### config.mk
export PLATFORM = sky130hd
export DESIGN_NAME = alu_result_serializer
export DESIGN_NICKNAME = d
export VERILOG_FILES = /design/src/rtl/alu_result_serializer.sv
export SDC_FILE = /design/constraint.sdc
export NUM_CORES = 1
export LEC_CHECK = 0
export ABC_AREA = 1
export CAP_MARGIN = 10
export CORE_ASPECT_RATIO = 1.2
export CORE_MARGIN = 2
export CORE_UTILIZATION = 40
export DETAILED_ROUTE_END_ITERATION = 8
export PLACE_DENSITY_LB_ADDON = 0.3
export SLEW_MARGIN = 5
export SYNTH_ARGS = -nofsm -noshare
export SYNTH_HDL_FRONTEND = slang
export SYNTH_SLANG_ARGS = --single-unit
### constraint.sdc
create_clock -name CLK -period 2.05 [get_ports CLK]
set_input_delay 0.205 -clock CLK [delete_from_list [all_inputs] [get_ports CLK]]
set_output_delay 0.205 -clock CLK [all_outputs]
set_load 0.01 [all_outputs]
### src/rtl/alu_result_serializer.sv
// Captures ALU result words into a small FIFO and streams them out LSB byte first on a valid/ready port.
// Define ALU_SER_CHKSUM_EN to append an XOR checksum byte after each word.
module alu_result_serializer #(
   parameter int OUT_WIDTH  = 16,
   parameter int BYTE_WIDTH = 8,
   parameter int DEPTH      = 2
) (
   input  logic                  CLK,
   input  logic                  RST,
   input  logic [OUT_WIDTH-1:0]  ALU_OUT,
   input  logic                  OUT_VALID,
   output logic [BYTE_WIDTH-1:0] TX_DATA,
   output logic                  TX_VALID,
   input  logic                  TX_READY,
   output logic                  BUSY,
   output logic                  OVERFLOW,
   input  logic                  CLR_OVF
);

   localparam int NBYTES = OUT_WIDTH / BYTE_WIDTH;
   localparam int PTR_W  = $clog2(DEPTH);
   localparam int CNT_W  = PTR_W + 1;
   localparam int IDX_W  = (NBYTES > 1) ? $clog2(NBYTES) : 1;

`ifdef ALU_SER_CHKSUM_EN
   typedef enum logic [1:0] {IDLE, SEND, CHK} state_t;
`else
   typedef enum logic {IDLE, SEND} state_t;
`endif

   state_t                 state, state_nx;
   logic [OUT_WIDTH-1:0]   mem [DEPTH];
   logic [PTR_W-1:0]       wr_ptr, rd_ptr;
   logic [CNT_W-1:0]       count;
   logic [OUT_WIDTH-1:0]   shift_reg, shift_nx;
   logic [IDX_W-1:0]       idx, idx_nx;
   logic                   pop, push, drop, full;

`ifdef ALU_SER_CHKSUM_EN
   logic [BYTE_WIDTH-1:0]  chk_reg, chk_nx, head_xor;

   always_comb begin
      head_xor = '0;
      for (int unsigned i = 0; i < NBYTES; i++)
         head_xor = head_xor ^ mem[rd_ptr][i*BYTE_WIDTH +: BYTE_WIDTH];
   end
`endif

   assign full = (count == CNT_W'(DEPTH));
   // A pop in the same cycle frees a slot, so a write into a full FIFO is still accepted.
   assign push = OUT_VALID && (!full || pop);
   assign drop = OUT_VALID && full && !pop;
   assign BUSY = (state != IDLE) || (count != '0);

   always_comb begin
      state_nx = state;
      shift_nx = shift_reg;
      idx_nx   = idx;
      pop      = 1'b0;
      TX_VALID = 1'b0;
      TX_DATA  = '0;
`ifdef ALU_SER_CHKSUM_EN
      chk_nx   = chk_reg;
`endif
      case (state)
         IDLE: begin
            if (count != '0) begin
               pop      = 1'b1;
               shift_nx = mem[rd_ptr];
               idx_nx   = '0;
               state_nx = SEND;
`ifdef ALU_SER_CHKSUM_EN
               chk_nx   = head_xor;
`endif
            end
         end
         SEND: begin
            TX_VALID = 1'b1;
            TX_DATA  = shift_reg[BYTE_WIDTH-1:0];
            if (TX_READY) begin
               shift_nx = shift_reg >> BYTE_WIDTH;
               idx_nx   = idx + IDX_W'(1);
               if (idx == IDX_W'(NBYTES - 1)) begin
`ifdef ALU_SER_CHKSUM_EN
                  state_nx = CHK;
`else
                  state_nx = IDLE;
`endif
               end
            end
         end
`ifdef ALU_SER_CHKSUM_EN
         CHK: begin
            TX_VALID = 1'b1;
            TX_DATA  = chk_reg;
            if (TX_READY) state_nx = IDLE;
         end
`endif
         default: state_nx = IDLE;
      endcase
   end

   always_ff @(posedge CLK) begin
      if (push) mem[wr_ptr] <= ALU_OUT;
   end

   always_ff @(posedge CLK) begin
      if (RST) begin
         state     <= IDLE;
         wr_ptr    <= '0;
         rd_ptr    <= '0;
         count     <= '0;
         shift_reg <= '0;
         idx       <= '0;
         OVERFLOW  <= 1'b0;
`ifdef ALU_SER_CHKSUM_EN
         chk_reg   <= '0;
`endif
      end else begin
         state     <= state_nx;
         shift_reg <= shift_nx;
         idx       <= idx_nx;
`ifdef ALU_SER_CHKSUM_EN
         chk_reg   <= chk_nx;
`endif
         if (push) wr_ptr <= wr_ptr + PTR_W'(1);
         if (pop)  rd_ptr <= rd_ptr + PTR_W'(1);
         if (push && !pop)      count <= count + CNT_W'(1);
         else if (pop && !push) count <= count - CNT_W'(1);
         if (drop)         OVERFLOW <= 1'b1;
         else if (CLR_OVF) OVERFLOW <= 1'b0;
      end
   end

endmodule
==> metrics.yaml <==
vias: 1700
outcome: "finished, final reports clean"
port_buffers: 31
ys_ff_latch: 56
power.leakage_nw: 1.297
ctsResizeCount: 0
diodes: 0
coreArea_sq_mm: 0.005973
grtUsageMet1_pct: 15.99
drt_pass1_iterations: 4
dieArea_sq_mm: 0.006730
grt_pass1_wl_microns: 7176
ff2ff_path_depth: 9
path_delay_family: "buffers and inverters"
post_dp_cell_area_sq_mm: 0.002831
drive_above_1_share_pct: 11.65
clk_latency_ns: 0.30
die_y_microns: 89.47
routed_wl_microns: 3994
htreeDepth: 2
worstMarginPinSlew_ns: 0.4208
rsz0062_at_grt: "no"
maxCapViolCount: 0
largest_reg_flops: 32
finalSetupTns_ns: 0
initial_core_util_pct: 40.76
fin_skew_ns: 0.007509
synth_cells: 273
crit_path_cell_trace: "inv_1 -> nand2_1 -> clkdlybuf4s50_1"
hold_end: "OVERFLOW"
grt_pass1_vias: 1664
r2r_slack_ns: 0.49
yosys_warnings: 0
synth_cell_types: 21
wl_per_cell_microns: 10.21
post_cts_buffers: 0
root_buffer: "clkbuf_8"
grtUsageMet2_pct: 25.92
path_clk_slew_ns: 0.10
hold_viol: 0
viasPerCell: 4.348
drt-initial-drc-count: 84
synth_area_sq_mm: 0.002435
grt_overflow_total: 0
antenna_found_initial: 0
io_pins: 32
grt_max_degree: 18
reg2reg_to: "count[1]"
worstPathArrival_ns: 1.56
ant_nets: 0
crit_fanout: 11
cts_tree: "done"
start_kind: "flop"
final_area_sq_mm: 0.002948
grt_use_total_pct: 14.08
fin_crit_sh_pct: 86.10
n_fill_cell: 605
core.rowCount: 31
powerDensity_mw_per_mm2: 1263
setup_viol: 0
fmax_mhz: 566.5
syn_to_final_growth_pct: 21.07
drc: 0
synth.avg_cell_area_sq_um: 8.919
numClockSinks: 56
use_met3_pct: 2.818
min_period_ns: 1.765
worstSetupPathType: "reg -> out"
busiest_layer: "met2"
holdCritStartpoint: "OVERFLOW"
crit-reg2reg-launch: "state"
syn_nets: 295
worstPathBufferInverterCount: 2
max_stage_delay_ns: 0.49
cts_max_path_buffers: 2
hold_depth: 2
required_ns: 1.85
slew_headroom_pct: 71.92
endpoint_kind: "output pin"
ir_drop_v: 0.0005293
hold_class: "reg -> reg"
seq_area_frac_synth_pct: 59.20
place.gp.congestion: 0.7153
slowest_stage: "clkdlybuf4s50_1"
drv_slew: 0
numCtsBuffers: 5
die_w_microns: 75.22
num-nets-final: 330
ctsHoldBuffers: 0
dp_hpwl_microns: 2825
-- worst max-delay path by stage --
stage / to / cells past startpoint / start
2_1_floorplan: mem[1][0] / 4 / state
3_3_place_gp: count[1] / 8 / OUT_VALID
3_5_place_dp: count[1] / 8 / OUT_VALID
4_1_cts: BUSY / 3 / state
5_1_grt: BUSY / 3 / state
6_report: BUSY / 3 / state
-- per-stage QoR --
stage	power (mW)	utilization, %	instances	worst slack [ns]	hold slack (ns)
global route	4.072	49.35	391	0.1804	0.4805
floorplan	2.700	-	273	0.2814	0.3039
CTS	3.781	49.35	391	0.2619	0.4650
global placement	3.019	47.40	383	0.5159	0.4595
finish	3.722	49.35	391	0.2849	0.4703
detailed placement	3.048	47.40	383	0.4852	0.4618
-- power breakdown --
part           internal [mW]  switching, mW  total, mW  leakage (nW)
Combinational          0.567          0.831       1.40         0.740
Clock                  0.394          0.335      0.728        0.0588
Sequential              1.45          0.148       1.59         0.498
-- cell usage in the layout, fill, tap and decap left out, drive strengths merged --
cell type and count:
clkbuf 6, nand3 25, inv 42, o21ai 4, nand3b 1, nand2 92, nor2 29, edfxtp 32
ha 1, clkdlybuf4s50 31, nand4 1, a21oi 11, bufinv 1, buf 8, dfxtp 24, clkinv 1
-- logic make-up after synthesis --
| family | after synthesis | synth area share, % |
|---|---|---|
| compound gates | 15 | 4.779 |
| fa+ha+maj | 1 | 0.5138 |
| buf+inv | 53 | 9.609 |
| flops | 56 | 59.20 |
| simple gates | 148 | 25.90 |
-- worst register-to-register path: stages (launching register included) --
cell	delay, ns
dfxtp_1	0.36
buf_4	0.20
nand3_1	0.09
nand2_1	0.12
inv_1	0.07
ha_1	0.30
nand3b_1	0.18
nand2_1	0.07
nand2_1	0.04
nor2_1	0.08
-- Yosys cell counts --
cell type / number / area (sq um)
dfxtp_1: 24 / 480.5
buf_4: 2 / 15.01
ha_1: 1 / 12.51
nor2_4: 2 / 22.52
o21ai_4: 1 / 16.27
nor2_1: 26 / 97.59
edfxtp_1: 32 / 960.9
a21oi_2: 8 / 70.07
nand2_1: 84 / 315.3
o21ai_0: 3 / 15.01
buf_6: 1 / 11.26
nor2_2: 1 / 6.260
inv_1: 41 / 153.9
inv_2: 1 / 3.750
buf_8: 1 / 15.01
a21oi_1: 3 / 15.01
nand2_2: 8 / 50.05
buf_2: 7 / 35.03
nand4_1: 1 / 6.260
nand3b_1: 1 / 7.510
nand3_1: 25 / 125.1
-- final cells by class --
type	count	area (sq um)	area share, %
well taps	82	102.6	3.480
repair buffers	39	370.4	12.56
inverters	42	157.7	5.348
clock inverters	2	33.78	1.146
multi-input cells	164	759.5	25.76
clock buffers	6	82.58	2.801
flip-flops and latches	56	1441	48.90
-- layer usage --
layer / vias up / share of wire, %
met1: 757 / 45
met4: 0 / 1.4
met3: 4 / 2.8
met2: 23 / 51
li1: 916 / -
met5: - / 0
No activity file was read; power rests on OpenSTA's default activity.
